[src/rtl/bist_pkg.sv]
// Shared BIST definitions: controller state encoding, default MISR constants
// and the Galois MISR step used by compaction and pattern-generation blocks.
package bist_pkg;

    typedef enum logic [1:0] {
        ST_IDLE = 2'd0,
        ST_RUN  = 2'd1,
        ST_DONE = 2'd2
    } bist_state_e;

    localparam int          MISR_MAX_W    = 32;
    localparam logic [15:0] BIST_POLY_DEF = 16'h100B;
    localparam logic [15:0] BIST_SEED_DEF = 16'h0000;

    // Operands are zero-extended to MISR_MAX_W; only the low sig_w bits are meaningful.
    function automatic logic [MISR_MAX_W-1:0] misr_step(
        input logic [MISR_MAX_W-1:0] sig,
        input logic [MISR_MAX_W-1:0] vec,
        input logic [MISR_MAX_W-1:0] poly,
        input int unsigned           sig_w
    );
        logic [MISR_MAX_W-1:0] mask_v;
        logic                  msb_v;
        logic [MISR_MAX_W-1:0] res_v;
        if (sig_w >= MISR_MAX_W) begin
            mask_v = {MISR_MAX_W{1'b1}};
        end else begin
            mask_v = (32'd1 << sig_w) - 32'd1;
        end
        msb_v = |(sig & (32'd1 << (sig_w - 32'd1)));
        res_v = (sig << 1) ^ (msb_v ? poly : {MISR_MAX_W{1'b0}}) ^ vec;
        return res_v & mask_v;
    endfunction

endpackage

[src/rtl/bist_misr_core.sv]
// Multiple-input signature register: load restores SEED, enable folds in one vector.
module bist_misr_core
    import bist_pkg::*;
#(
    parameter int                WIDTH = 7,
    parameter int                SIG_W = 16,
    parameter logic [SIG_W-1:0]  POLY  = SIG_W'(BIST_POLY_DEF),
    parameter logic [SIG_W-1:0]  SEED  = SIG_W'(BIST_SEED_DEF)
) (
    input  logic             clk,
    input  logic             rst_n,
    input  logic             load,
    input  logic             enable,
    input  logic [WIDTH-1:0] vec,
    output logic [SIG_W-1:0] signature,
    output logic [SIG_W-1:0] sig_next
);

    logic [SIG_W-1:0]      sig_r;
    logic [MISR_MAX_W-1:0] sig_ext_s;
    logic [MISR_MAX_W-1:0] vec_ext_s;
    logic [MISR_MAX_W-1:0] poly_ext_s;
    logic [MISR_MAX_W-1:0] step_s;

    assign sig_ext_s  = MISR_MAX_W'(sig_r);
    assign vec_ext_s  = MISR_MAX_W'(vec);
    assign poly_ext_s = MISR_MAX_W'(POLY);
    assign step_s     = misr_step(sig_ext_s, vec_ext_s, poly_ext_s, SIG_W);
    assign sig_next   = step_s[SIG_W-1:0];
    assign signature  = sig_r;

    generate
        if (SIG_W < MISR_MAX_W) begin : g_hi
            logic unused_hi_s;
            assign unused_hi_s = ^step_s[MISR_MAX_W-1:SIG_W];
        end
    endgenerate

    // Signature register; load takes priority over a compaction step.
    always_ff @(posedge clk or negedge rst_n) begin
        if (!rst_n) begin
            sig_r <= SEED;
        end else if (load) begin
            sig_r <= SEED;
        end else if (enable) begin
            sig_r <= sig_next;
        end else begin
            sig_r <= sig_r;
        end
    end

endmodule

[src/rtl/bist_resp_misr.sv]
// BIST response compactor: windowed MISR with golden-signature compare.
// Optional macro BIST_RESP_MASK_EN adds resp_mask to blank unknown response bits.
module bist_resp_misr
    import bist_pkg::*;
#(
    parameter int                WIDTH = 7,
    parameter int                SIG_W = 16,
    parameter int                CNT_W = 16,
    parameter logic [SIG_W-1:0]  POLY  = SIG_W'(BIST_POLY_DEF),
    parameter logic [SIG_W-1:0]  SEED  = SIG_W'(BIST_SEED_DEF)
) (
    input  logic             CK,
    input  logic             rst_n,
    input  logic             start,
    input  logic [CNT_W-1:0] num_cycles,
    input  logic             resp_valid,
    input  logic [WIDTH-1:0] resp,
`ifdef BIST_RESP_MASK_EN
    input  logic [WIDTH-1:0] resp_mask,
`endif
    input  logic [SIG_W-1:0] golden,
    output logic             busy,
    output logic             done,
    output logic             pass,
    output logic [SIG_W-1:0] signature
);

    localparam logic [CNT_W-1:0] CNT_ONE  = {{(CNT_W-1){1'b0}}, 1'b1};
    localparam logic [CNT_W-1:0] CNT_ZERO = {CNT_W{1'b0}};

    bist_state_e      state_r;
    bist_state_e      state_nxt_s;
    logic [CNT_W-1:0] cnt_r;
    logic [CNT_W-1:0] num_r;
    logic             pass_r;
    logic             busy_r;
    logic             done_r;
    logic             load_s;
    logic             step_s;
    logic             last_s;
    logic [WIDTH-1:0] vec_s;
    logic [SIG_W-1:0] sig_next_s;

`ifdef BIST_RESP_MASK_EN
    assign vec_s = resp & ~resp_mask;
`else
    assign vec_s = resp;
`endif

    assign last_s = (cnt_r == (num_r - CNT_ONE));

    bist_misr_core #(
        .WIDTH (WIDTH),
        .SIG_W (SIG_W),
        .POLY  (POLY),
        .SEED  (SEED)
    ) u_misr (
        .clk       (CK),
        .rst_n     (rst_n),
        .load      (load_s),
        .enable    (step_s),
        .vec       (vec_s),
        .signature (signature),
        .sig_next  (sig_next_s)
    );

    // Next-state and datapath strobes; start is only honoured outside RUN.
    always_comb begin
        state_nxt_s = state_r;
        load_s      = 1'b0;
        step_s      = 1'b0;
        case (state_r)
            ST_IDLE, ST_DONE: begin
                if (start) begin
                    load_s      = 1'b1;
                    state_nxt_s = (num_cycles == CNT_ZERO) ? ST_DONE : ST_RUN;
                end else begin
                    state_nxt_s = state_r;
                end
            end
            ST_RUN: begin
                if (resp_valid) begin
                    step_s      = 1'b1;
                    state_nxt_s = last_s ? ST_DONE : ST_RUN;
                end else begin
                    state_nxt_s = ST_RUN;
                end
            end
            default: begin
                state_nxt_s = ST_IDLE;
            end
        endcase
    end

    // State register plus flopped status outputs decoded from the next state.
    always_ff @(posedge CK or negedge rst_n) begin
        if (!rst_n) begin
            state_r <= ST_IDLE;
            busy_r  <= 1'b0;
            done_r  <= 1'b0;
        end else begin
            state_r <= state_nxt_s;
            busy_r  <= (state_nxt_s == ST_RUN);
            done_r  <= (state_nxt_s == ST_DONE);
        end
    end

    // Window counter and latched window length.
    always_ff @(posedge CK or negedge rst_n) begin
        if (!rst_n) begin
            cnt_r <= CNT_ZERO;
            num_r <= CNT_ZERO;
        end else if (load_s) begin
            cnt_r <= CNT_ZERO;
            num_r <= num_cycles;
        end else if (step_s) begin
            cnt_r <= cnt_r + CNT_ONE;
            num_r <= num_r;
        end else begin
            cnt_r <= cnt_r;
            num_r <= num_r;
        end
    end

    // Golden compare; an empty window reports on the start edge against SEED.
    always_ff @(posedge CK or negedge rst_n) begin
        if (!rst_n) begin
            pass_r <= 1'b0;
        end else if (load_s) begin
            pass_r <= (num_cycles == CNT_ZERO) ? (SEED == golden) : 1'b0;
        end else if (step_s && last_s) begin
            pass_r <= (sig_next_s == golden);
        end else begin
            pass_r <= pass_r;
        end
    end

    assign busy = busy_r;
    assign done = done_r;
    assign pass = pass_r;

endmodule

[config.mk]
export PLATFORM = sky130hd
export DESIGN_NAME = bist_resp_misr
export DESIGN_NICKNAME = d
export VERILOG_FILES = /design/src/rtl/bist_pkg.sv /design/src/rtl/bist_misr_core.sv /design/src/rtl/bist_resp_misr.sv
export SDC_FILE = /design/constraint.sdc
export NUM_CORES = 1
export LEC_CHECK = 0
export BUFFER_PORTS_ARGS = -buffer_cell sky130_fd_sc_hd__buf_2
export CAP_MARGIN = 15
export CORE_MARGIN = 4
export CORE_UTILIZATION = 30
export DETAILED_ROUTE_END_ITERATION = 8
export PLACE_DENSITY_LB_ADDON = 0.15
export SLEW_MARGIN = 20
export SYNTH_ARGS = -nofsm -noshare
export SYNTH_HDL_FRONTEND = slang
export SYNTH_SLANG_ARGS = --single-unit
[constraint.sdc]
create_clock -name CK -period 5.8 [get_ports CK]
set_input_delay 0.58 -clock CK [delete_from_list [all_inputs] [get_ports CK]]
set_output_delay 0.58 -clock CK [all_outputs]
set_load 0.02 [all_outputs]
Yosys cells after proc, flatten, opt, wreduce, memory -nomap -nowiden
Index checks and enable logic that the tools add are counted.
Widths: inputs -> output; s select.
Storage, ports and cells
  register bits after elaboration: 53
  input port bits: 43
  output and inout bits: 19
  word-level logic and storage cells: 41
Cells by class
  add/subtract/negate cells: 2
  equal/unequal tests: 6
  muxes and demuxes: 17
  bitwise logic cells: 2
  reduce and logical (&&, ||, !) cells: 7
Operators with widths (count)
  $mux 16: 4
  $eq 16x16->1: 2
  $logic_not 16->1: 2
  $add 16x1->16 const B: 1
  $sub 16x1->16 const B: 1
  $xor 16x16->16: 1
  $xor 16x7->16: 1
  $mux 13: 1
  $mux 2: 4
  $mux 1: 7
  $eq 2x1->1 const B: 2
  $eq 2x2->1 const B: 2
  $pmux 2 s2: 1
  $reduce_bool 2->1: 2
  $logic_not 2->1: 1
  $reduce_or 2->1: 1
  $logic_and 1x1->1: 1

Depth between registers and ports, before layout
  word-level depth: 6
  mapped depth: 10

Cells and area by module
A second synthesis with hierarchy kept.
Second synthesis, totals
  cell total of the unflattened synthesis: 335
  area, all modules: 3169.3 um^2
By module, submodules not included
  bist_resp_misr: times used 1, cells an instance 267, area an instance 2357.3 um^2, seq. area each 925.9 um^2
  bist_misr_core: times used 1, cells an instance 68, area an instance 812.0 um^2, seq. area each 400.4 um^2

Least setup slack after synthesis
OpenSTA, ideal clock, no wires.
  path kind: flip-flop to flip-flop
  from: register num_r[3]
  to: register pass_r, in the netlist pass
  data arrival time: 2.463 ns
  setup slack: 3.210 ns
  cell stages (with the launch flop): 9
  clock period less this slack: 2.590 ns
  path through: dfrtp_1 > buf_6 > nor4_4 > nand2_2 > or4_4 > a2111oi_4 > o2111ai_2 > o21ai_2 > mux2_1
On the way
  cells in the longest elaborated chain, start to end: 4
Ends and longest elaborated chain
  start, declared: RTL line bist_resp_misr.sv:34  | logic [CNT_W-1:0] num_r;
  start signal, assigned: RTL line bist_resp_misr.sv:115  | num_r <= num_cycles;
  start signal, assigned: RTL line bist_resp_misr.sv:118  | num_r <= num_r;
  start signal, assigned: RTL line bist_resp_misr.sv:121  | num_r <= num_r;
  $sub 16x1->16: RTL line bist_resp_misr.sv:50  | assign last_s = (cnt_r == (num_r - CNT_ONE));
  $eq 16x16->1: RTL line bist_resp_misr.sv:50
  $logic_and 1x1->1: RTL line bist_resp_misr.sv:131  | end else if (step_s && last_s) begin
  $reduce_bool 2->1 (no source line)
  end signal, assigned: RTL line bist_resp_misr.sv:130  | pass_r <= (num_cycles == CNT_ZERO) ? (SEED == golden) : 1'b0;
  end signal, assigned: RTL line bist_resp_misr.sv:132  | pass_r <= (sig_next_s == golden);
  end signal, assigned: RTL line bist_resp_misr.sv:134  | pass_r <= pass_r;
  end, declared: RTL line bist_resp_misr.sv:35  | logic pass_r;
Every way passes these cells.
A chain may end at the register's enable or synchronous reset.

Worst setup path after layout
Ends and elaborated chain as after synthesis.

==> flow_summary.ini <==
[setup_path]
crit_chain = or4_1 > a2111oi_1 > a211oi_1 > a2111oi_1 > o2111ai_2 > o21ai_2 > mux2_1
crit_family = compound AO/OA/AOI/OAI gates
critPathBufInv = 0
critical_path_arrival_ps = 3060
slowest_stage = or4_1
crit_path_max_incr_delay_ps = 570
critPathLaunchType = flip-flop
required_ps = 6000
cp-end-kind = flip-flop
crit_path_frequent_cell = a2111oi_1
worst-setup-path-type = reg2reg
reg2reg_slack_ps = 2940
critPathMaxFanout = 7

[timing]
hold_viol = 0
setup_slack_ps = 2940
clock_skew_ps = 9.02
hold_ws_ps = 399
rsz0062_at_grt = no
finalCritPeriodShare = 0.493
tightestPinTransition_ps = 800
fmax_mhz = 350
finalSetupTns_ps = 0
finalSetupViolCount = 0
max-slew-margin-rel = 0.466
slew_violations = 0
fin_crit_ps = 2860

[power]
total_power_mw = 1.43
p_leak_nw = 1.63
vdd_ir_drop_max_mv = 0.190
powerDensity_nw_per_um2 = 390

[place]
pre_cts_ws_ps = 2910
dpl.hpwl_um = 6020
numPortBuffers = 61
gp_congestion = 0.851

[yosys]
synth_top_family_by_area = simple AND/OR/NAND/NOR gates
synth_edf_count = 0
synth_area_um2 = 3110
syn_area_per_cell_um2 = 8.99
synth_nets = 391
synthArstFlopShare = 1.00
synth-seq-area-share = 0.426
synth.ff_latch_count = 53
synth.area.mux_share = 0.00362
synth_compound_area_frac = 0.0981
synth_top_area_frac = 0.426
yosysTopAreaCell = dfrtp_1
yosys.area_share.simple = 0.278
synthAdderAreaFrac = 0.00805
synthCells = 346
yosysWarnings = 0
synth.area.top_cells = dfrtp_1 43%, xnor2_1 9.9%, nand2_1 8.2%
synth_cell_types = 48
synth_xor_area_frac = 0.162
ys.flop_type = dfrtp_1

[routing]
dr.first_iter.drc_count = 73
routed-via-count = 2639
drt_first_pass_iters = 4
finalWirelength_um = 7870
wl_per_cell_um = 14.6
drc_errors = 0
viasPerCell = 4.90
ant_nets = 0

[final_layout]
drive_gt1_frac = 0.207
finalNetCount = 450
syn_to_final_growth_pct = 17.5
final_util = 0.367
antenna_cells = 0

[clock_network]
clock-sinks = 53
htree_levels = 2
cts_setup_buffers = 0
cts.path.max_buffers = 2
cts_inserted_buffers = 5
cts_hold_buf = 0
clkLatencyLatePin_ps = 310
clockRootBuffer = clkbuf_8
cts_tree = done
clkTransAtPathRegs_ps = 100
post_cts_resized = 0

[floorplanning]
ioPinCount = 62
die_h_um = 110
die_area_um2 = 12100
start_util = 0.312
placeableCoreArea_um2 = 9950
rows = 36
die_w_um = 110

[global_route]
antenna_found_initial = 0
grt-ovfl-total = 0
grt_pass1_vias = 2744
track_usage = 0.142
grt_max_degree = 54
grt_pass1_wl_um = 13500

[hold_path]
min_path_type = in2async

[status]
outcome = finished clean

[run]
drv_cap = 0
==> power breakdown <==
group	leakage, nW	switching, mW	internal (mW)
registers	0.667	0.164	0.476
clock network	0.0512	0.127	0.0972
logic	0.909	0.310	0.252
total	1.63	0.601	0.825
==> final cells by class <==
cell class	count	area, um^2
Fill cell	1052	6300
Multi-Input combinational cell	275	1710
Sequential cell	53	1330
Timing Repair Buffer	65	335
Tap cell	133	166
Clock buffer	6	82.6
Inverter	5	18.8
Clock inverter	2	13.8
==> routing by layer <==
| layer | GRT usage | part of all wire |
|---|---|---|
| met1 | 0.181 | 0.45 |
| met2 | 0.248 | 0.50 |
| met3 | 0.0211 | 0.037 |
| met5 | 0 | 0 |
| met4 | 0.0365 | 0.0058 |
==> layout by cell type, fill, tap and decap left out, types with 2 or more instances in the layout <==
cell type,instances
nor2_1,21
xor2_1,20
buf_4,4
or3_1,4
inv_1,5
nand4_1,6
clkbuf_8,6
a31oi_1,3
and3_1,6
o21ai_0,14
a211oi_1,2
nand2_1,68
o31ai_1,2
nor4_1,10
or4_1,2
and2_1,2
o22ai_1,2
a21oi_1,6
ha_1,2
or2_2,2
nand2b_1,3
nor3b_1,4
a41oi_1,2
a2111oi_1,2
nor2b_1,3
xnor2_1,35
nand3_1,29
buf_2,61
dfrtp_1,53
nor3_1,5
and4_1,2
==> worst paths after layout <==
kind | from | to | cells after the start
max | num_r[3] | pass | 7
min | rst_n | cnt_r[4] | 2
max reg2reg | num_r[3] | pass | 7
min reg2reg | pass | pass | 1
max in group asynchronous | rst_n | cnt_r[7] | 2
min in group CK | num_cycles[10] | num_r[10] | 3
==> logic make-up after synthesis <==
| group | after synthesis |
|---|---|
| compound gates | 42 |
| fa+ha+maj | 2 |
| flops | 53 |
| buf+inv | 18 |
| xor+xnor | 56 |
| mux | 1 |
| simple gates | 174 |
==> stage by stage <==
step                cell area (um^2)  instances
floorplan                       3110        346
finish                          3650        539
CTS                             3650        539
global route                    3650        539
detailed placement              3560        531
global placement                3560        531
==> sequential cells by signal, indices dropped and copies added (netlist names) <==
| register | cells |
|---|---|
| cnt_r | 16 |
| num_r | 16 |
| u_misr.signature | 16 |
| state_r | 2 |
| busy | 1 |
| done | 1 |
| pass | 1 |
==> synthesized netlist by cell type, types with 3 or more instances <==
cell type   n
nor3_1      5
nor2b_1     3
nand3_1    29
nor3b_1     4
and3_1      6
a21oi_1     6
nand2b_1    3
xor2_1     20
dfrtp_1    53
nor2_1     22
xnor2_1    35
or3_1       4
inv_1       5
o21ai_0    14
nand2_1    68
clkbuf_1   11
nor4_1     10
a31oi_1     3
nand4_1     6
(Power assumes the default switching activity.)
